File: src/rtl/bp_be_pkg.sv
// Shared types, opcode constants and packet-width helpers for the BE issue queue.
// Issue packet layout: {fe_pkt, mem_v, fence_v, irs1_v, irs2_v}; FE packet: {exc_not_instr, ecode, pc, instr, branch_metadata_fwd}.
package bp_be_pkg;

  // RV64 major opcodes (instr[6:0]), mirrored from bp_common_rv64_pkg
  localparam logic [6:0] rv64_op_load      = 7'b0000011;
  localparam logic [6:0] rv64_op_fload     = 7'b0000111;
  localparam logic [6:0] rv64_op_misc_mem  = 7'b0001111;
  localparam logic [6:0] rv64_op_op_imm    = 7'b0010011;
  localparam logic [6:0] rv64_op_op_imm_32 = 7'b0011011;
  localparam logic [6:0] rv64_op_store     = 7'b0100011;
  localparam logic [6:0] rv64_op_fstore    = 7'b0100111;
  localparam logic [6:0] rv64_op_amo       = 7'b0101111;
  localparam logic [6:0] rv64_op_op        = 7'b0110011;
  localparam logic [6:0] rv64_op_op_32     = 7'b0111011;
  localparam logic [6:0] rv64_op_branch    = 7'b1100011;
  localparam logic [6:0] rv64_op_jalr      = 7'b1100111;
  localparam logic [6:0] rv64_op_system    = 7'b1110011;

  localparam logic [6:0] rv64_funct7_sfence_vma = 7'b0001001;
  localparam logic [2:0] rv64_funct3_priv       = 3'b000;

  typedef struct packed {
    logic mem_v;
    logic fence_v;
    logic irs1_v;
    logic irs2_v;
  } bp_be_iq_predecode_s;

  localparam int bp_be_iq_predecode_width_lp = $bits(bp_be_iq_predecode_s);

  function automatic int bp_be_iq_fe_pkt_width(input int vaddr_width, input int instr_width,
                                               input int bmf_width, input int ecode_width);
    return 1 + ecode_width + vaddr_width + instr_width + bmf_width;
  endfunction

  function automatic int bp_be_iq_iss_pkt_width(input int vaddr_width, input int instr_width,
                                                input int bmf_width, input int ecode_width);
    return bp_be_iq_fe_pkt_width(vaddr_width, instr_width, bmf_width, ecode_width)
           + bp_be_iq_predecode_width_lp;
  endfunction

endpackage

File: src/rtl/bp_be_iq_predecode.sv
// Combinational predecoder: opcode/funct fields plus exception flag to {mem_v, fence_v, irs1_v, irs2_v}.
module bp_be_iq_predecode
  import bp_be_pkg::*;
(
  input  logic [6:0] opcode,
  input  logic [2:0] funct3,
  input  logic [6:0] funct7,
  input  logic       exc_not_instr,
  output logic [3:0] predecode
);

  bp_be_iq_predecode_s pd;

  // NOTE: every field gets a default first so no path through the case infers a latch.
  always_comb begin
    pd = '0;
    unique case (opcode)
      rv64_op_load:      begin pd.mem_v = 1'b1; pd.irs1_v = 1'b1; end
      rv64_op_store:     begin pd.mem_v = 1'b1; pd.irs1_v = 1'b1; pd.irs2_v = 1'b1; end
      rv64_op_amo:       begin pd.mem_v = 1'b1; pd.irs1_v = 1'b1; pd.irs2_v = 1'b1; end
      rv64_op_misc_mem:  pd.fence_v = 1'b1;
      rv64_op_system:    begin
        pd.irs1_v  = 1'b1;
        pd.fence_v = (funct7 == rv64_funct7_sfence_vma) && (funct3 == rv64_funct3_priv);
      end
      rv64_op_branch, rv64_op_op, rv64_op_op_32:
                         begin pd.irs1_v = 1'b1; pd.irs2_v = 1'b1; end
      rv64_op_jalr, rv64_op_op_imm, rv64_op_op_imm_32, rv64_op_fload, rv64_op_fstore:
                         pd.irs1_v = 1'b1;
      default:           pd = '0;
    endcase
    // Exception packets carry no real instruction
    if (exc_not_instr) pd = '0;
  end

  assign predecode = pd;

endmodule

File: src/rtl/bp_be_issue_queue.sv
// In-order issue buffer with commit/rollback pointers and enqueue-time predecode.
// Optional same-cycle bypass of an enqueued packet to an empty issue head: define BP_BE_ISSUE_QUEUE_BYPASS_EN.
module bp_be_issue_queue
  import bp_be_pkg::*;
#(
  parameter int depth_p                     = 8,
  parameter int vaddr_width_p               = 39,
  parameter int instr_width_p               = 32,
  parameter int branch_metadata_fwd_width_p = 36,
  parameter int ecode_width_p               = 4,
  localparam int fe_pkt_width_lp  = bp_be_iq_fe_pkt_width(vaddr_width_p, instr_width_p,
                                                          branch_metadata_fwd_width_p, ecode_width_p),
  localparam int iss_pkt_width_lp = bp_be_iq_iss_pkt_width(vaddr_width_p, instr_width_p,
                                                           branch_metadata_fwd_width_p, ecode_width_p),
  localparam int cnt_width_lp     = $clog2(depth_p + 1)
) (
  input  logic                        clk_i,
  input  logic                        reset_n_i,
  input  logic                        fe_v_i,
  input  logic [fe_pkt_width_lp-1:0]  fe_pkt_i,
  output logic                        fe_ready_o,
  output logic                        iss_v_o,
  output logic [iss_pkt_width_lp-1:0] iss_pkt_o,
  input  logic                        iss_yumi_i,
  input  logic                        cmt_v_i,
  input  logic                        roll_i,
  input  logic                        clr_i,
  output logic                        empty_o,
  output logic                        full_o,
  output logic [cnt_width_lp-1:0]     count_o
);

  localparam int idx_width_lp = $clog2(depth_p);
  localparam int ptr_width_lp = idx_width_lp + 1;
  localparam int instr_lsb_lp = branch_metadata_fwd_width_p;

  logic [ptr_width_lp-1:0] wptr_r, rptr_r, cptr_r;
  logic [ptr_width_lp-1:0] wptr_n, rptr_n, cptr_n;
  logic [cnt_width_lp-1:0] count_r, count_n;
  logic                    full_r, empty_r;

  logic                        enq, yumi, cmt;
  logic [3:0]                  predecode;
  logic [iss_pkt_width_lp-1:0] enq_pkt;
  logic [iss_pkt_width_lp-1:0] mem_r [depth_p];

  bp_be_iq_predecode predecode_u (
    .opcode        (fe_pkt_i[instr_lsb_lp      +: 7]),
    .funct3        (fe_pkt_i[instr_lsb_lp + 12 +: 3]),
    .funct7        (fe_pkt_i[instr_lsb_lp + 25 +: 7]),
    .exc_not_instr (fe_pkt_i[fe_pkt_width_lp-1]),
    .predecode     (predecode)
  );

  assign enq_pkt    = {fe_pkt_i, predecode};
  // Registered full only: a commit in this same cycle cannot free a slot for this enqueue
  assign fe_ready_o = ~full_r & ~clr_i;
  assign enq        = fe_v_i & fe_ready_o;
  assign yumi       = iss_yumi_i & iss_v_o;
  assign cmt        = cmt_v_i & (cptr_r != rptr_r);

`ifdef BP_BE_ISSUE_QUEUE_BYPASS_EN
  logic bypass;
  assign bypass    = (rptr_r == wptr_r) & enq;
  assign iss_v_o   = (rptr_r != wptr_r) | bypass;
  assign iss_pkt_o = bypass ? enq_pkt : mem_r[rptr_r[idx_width_lp-1:0]];
`else
  assign iss_v_o   = (rptr_r != wptr_r);
  assign iss_pkt_o = mem_r[rptr_r[idx_width_lp-1:0]];
`endif

  always_comb begin
    wptr_n = '0;
    rptr_n = '0;
    cptr_n = '0;
    if (!clr_i) begin
      wptr_n = wptr_r + ptr_width_lp'(enq);
      cptr_n = cptr_r + ptr_width_lp'(cmt);
      // Rollback lands on the post-commit pointer and drops any same-cycle issue
      rptr_n = roll_i ? cptr_n : rptr_r + ptr_width_lp'(yumi);
    end
    count_n = cnt_width_lp'(wptr_n - cptr_n);
  end

  // NOTE: sequential state uses non-blocking assignments so every register samples pre-edge values.
  always_ff @(posedge clk_i or negedge reset_n_i) begin
    if (!reset_n_i) begin
      wptr_r  <= '0;
      rptr_r  <= '0;
      cptr_r  <= '0;
      count_r <= '0;
      full_r  <= 1'b0;
      empty_r <= 1'b1;
    end else begin
      wptr_r  <= wptr_n;
      rptr_r  <= rptr_n;
      cptr_r  <= cptr_n;
      count_r <= count_n;
      full_r  <= (count_n == cnt_width_lp'(depth_p));
      empty_r <= (count_n == '0);
    end
  end

  // NOTE: payload storage has no reset; pointers alone decide which entries are meaningful.
  always_ff @(posedge clk_i) begin
    if (enq) mem_r[wptr_r[idx_width_lp-1:0]] <= enq_pkt;
  end

  assign count_o = count_r;
  assign full_o  = full_r;
  assign empty_o = empty_r;

  // Committing past the issue pointer would retire an instruction that never issued
  commit_behind_issue_a: assert property (@(posedge clk_i) disable iff (!reset_n_i)
    (cmt_v_i && !clr_i) |-> (cptr_r != rptr_r));

endmodule

File: config.mk
export PLATFORM = sky130hd
export DESIGN_NAME = bp_be_issue_queue
export DESIGN_NICKNAME = d
export VERILOG_FILES = /design/src/rtl/bp_be_pkg.sv /design/src/rtl/bp_be_iq_predecode.sv /design/src/rtl/bp_be_issue_queue.sv
export SDC_FILE = /design/constraint.sdc
export NUM_CORES = 1
export LEC_CHECK = 0
export CAP_MARGIN = 10
export CORE_UTILIZATION = 45
export DETAILED_ROUTE_END_ITERATION = 10
export PLACE_DENSITY_LB_ADDON = 0.05
export SLEW_MARGIN = 0
export SYNTH_ARGS = -nofsm -noshare
export SYNTH_HDL_FRONTEND = slang
export SYNTH_SLANG_ARGS = --single-unit
File: constraint.sdc
create_clock -name clk_i -period 10.9 [get_ports clk_i]
set_input_delay 2.18 -clock clk_i [delete_from_list [all_inputs] [get_ports clk_i]]
set_output_delay 2.18 -clock clk_i [all_outputs]
set_load 0.005 [all_outputs]
==> run metrics <==
slew of the pin with the lowest slew margin 1050 ps; largest delay contributor family on the critical path buffers and inverters; drt initial violations 976; Reg area 28300 um2; proportion of netlist area held by the largest area contributor 77.0%; wire length of the first global-routing pass 111000 um; total wire length after detailed routing 74000 um; CTS tree done; slack of the worst reg-to-reg path 6950 ps; clock latency reported for the late side of the worst-skew pair 630 ps; Layout Skew 15.2 ps; max cap viols 0; Max H-tree Level 3; RSZ-0062 raised after global routing false; Pre-antenna DRT Iters 5; overall global routing resource usage 18.5%; clk sink count 946; final-report max-slew violation count 0; port buffer count 242; largest net degree at the start of global routing 132; setup repair bufs after CTS 0; DIE WIDTH 286 um; Ys Warns 0; residual antenna-violating net count after detailed routing 0; Boundary Pins 243; total standard cell area after synthesis 36200 um2; mean instance size in the synthesized netlist 24.8 um2; Worst setup EP type primary output; cell-by-cell listing of the critical path buf_12, buf_4, mux4_2, mux2_4, clkdlybuf4s50_1; required time reported for the critical path endpoint 8720 ps; Final setup viols 0; largest fanout on the critical path 92; filler cell count 5984; Std-Cell Rows 103; share of synthesized area occupied by flip-flops and latches 78.2%; shortest period the worst path allows 6510 ps; CP peak stage delay 780 ps; multi-input gate area in the final layout 7450 um2; area of the die 81600 um2; power density over cell area 213 nW/um2; clock transition at the register clock pins on the worst setup and hold paths after CTS 60 ps; path type of the worst min-delay path reg -> reg; layout cell share with drive strength beyond 1 28.5%; async set-reset flop share out of synthesis 1.90%; post-CTS sizing 0; terminating pin of the worst hold path wptr_r[3]; Post-Syn Nets 1587; leading cell type by number of instances after synthesis sky130_fd_sc_hd__edfxtp_1; buffer type at the clock tree root sky130_fd_sc_hd__clkbuf_16; Core Area 79300 um2; worst hold slack across all endpoints 603 ps; cell at the slowest stage of the critical path sky130_fd_sc_hd__dfrtp_4; crit path DAT 4330 ps; hold-fix buffer count after cts 0; Yosys cell types 42; Crit Path Class reg -> out; outcome completed; cell count after synthesis 1458; number of antenna violations at the first check in global routing 4; R2R depth 11; Wirelength per Cell 25.7 um; Min-Delay Startpoint wptr_r[3]; FF-to-FF End empty_o; Leak 13.3 nW; Peak VDD IR 0.000206 V; vias per std cell 5.46; Critical path buffers and inverters 3; post-synthesis sequential element count 946; tightest slew margin relative to the limit 29.9%; depth of the worst hold-timing path 2; DRC violations left 0; number of clock buffers inserted by TritonCTS 98; Chip Height 286 um; commonest cells in the netlist 928 x sky130_fd_sc_hd__edfxtp_1, 232 x sky130_fd_sc_hd__mux4_2, 68 x sky130_fd_sc_hd__mux2_2; post-detail-place hpwl 37100 um; initial cell density of the core 45.7%; Remaining Overflow, GRT 0; most frequently used flop master after synthesis sky130_fd_sc_hd__edfxtp_1; Worst setup SP type register; Total Neg Setup Slack 0 ps; gp weighted congestion 0.734; routed vias 15731; number of hold violations in the final report 0; biggest area consumer among synthesized cells sky130_fd_sc_hd__edfxtp_1; Fmax 154 MHz; post-route clock period utilization 59.7%; number of enable flip-flop cells after synthesis 928; number of buffers on the longest clock path 3; dominant cells by area after synthesis sky130_fd_sc_hd__edfxtp_1 77%, sky130_fd_sc_hd__mux4_2 14%, sky130_fd_sc_hd__mux2_2 2.1%, sky130_fd_sc_hd__mux2_4 2.0%, sky130_fd_sc_hd__dfrtp_1 1.2%; number of global-route vias before repair 16917; worst reg2reg startpoint rptr_r[2]; number of nets at the end of the flow 1880; synthesis-to-finish area growth 18.4%
## metrics by stage
step / util (%) / setup slack (ps) / total power (W) / instance area (um2) / instances
after floorplan: - / 2850 / 0.00542 / 36200 / 1458
after global placement: 50.2 / 4900 / 0.00608 / 39800 / 2701
after detailed placement: 50.2 / 4890 / 0.00609 / 39800 / 2701
after CTS: 54.1 / 4190 / 0.00931 / 42900 / 2879
after global routing: 54.1 / 4030 / 0.00953 / 42900 / 2880
final: 54.1 / 4390 / 0.00915 / 42900 / 2881
## cells by family (layout without fill, tap and decap cells)
kind of cell    Yosys count  in the layout  synth area share [%]
xor+xnor                 16             16                 0.432
fa+ha+maj                10             10                 0.366
other cells               0              2                     0
flops                   946            946                  78.2
buf+inv                  74            445                  1.40
mux                     350            350                  18.6
compound gates           12             12                 0.232
simple gates             50             50                 0.760
## flip-flops by register name, summed over array words and instances (netlist names)
name / flops
cptr_r: 4
full_o: 1
wptr_r: 4
empty_o: 1
count_o: 4
mem_r: 928
rptr_r: 4
## layer usage
layer / part of all wire, % / vias up / GRT usage (%)
met5: 0.018 / - / 0
met4: 1.5 / 2 / 4.63
met3: 4.7 / 81 / 3.13
met2: 50 / 350 / 30.2
met1: 44 / 8474 / 26.1
li1: - / 6824 / -
## worst max path at each step
stage                     startpoint       endpoint  slack (ps)  cells after the start
after global routing       rptr_r[0]  iss_pkt_o[12]        4030                      5
after floorplan                clr_i    mem_r[5][0]        2850                      4
after detailed placement   rptr_r[0]  iss_pkt_o[43]        4890                      5
after CTS                  rptr_r[0]  iss_pkt_o[43]        4190                      5
final                      rptr_r[0]  iss_pkt_o[43]        4390                      5
after global placement     rptr_r[0]   iss_pkt_o[7]        4900                      5
## worst min-delay path: cells and delay by family (launching register included)
| family | cells | cell delay, ps |
|---|---|---|
| XOR/XNOR | 1 | 90 |
| flip-flops | 1 | 380 |
| AND/OR/NAND/NOR | 1 | 90 |
## area by class of cell
type                    instances  share of cell area [%]
multi-input cells             438                    17.4
flip-flops and latches        946                    66.1
clock inverters                57                    1.08
repair buffers                261                    6.22
diodes                          2                  0.0117
clock buffers                 121                    6.14
inverters                       6                  0.0525
well taps                    1050                    3.06
## power by group
group / switching, W / leakage, nW / total, W / internal, W
Combinational: 0.000729 / 3.21 / 0.00183 / 0.00110
Sequential: 0.0000582 / 8.62 / 0.00413 / 0.00408
Clock: 0.00132 / 1.51 / 0.00319 / 0.00187
Total: 0.00211 / 13.3 / 0.00915 / 0.00704
## cell usage in the layout (no fill, tap or decap), drive strengths merged, types with 8 or more instances in the layout
| cell | Yosys | final |
|---|---|---|
| edfxtp | 928 | 928 |
| clkdlybuf4s50 | 0 | 242 |
| mux4 | 232 | 232 |
| clkbuf | 18 | 121 |
| mux2 | 116 | 116 |
| clkinv | 0 | 42 |
| nor2 | 19 | 19 |
| buf | 50 | 19 |
| dfrtp | 17 | 17 |
| ha | 9 | 9 |
| xor2 | 8 | 8 |
| inv | 6 | 8 |
Note: power is estimated with default switching activity, not from simulation.
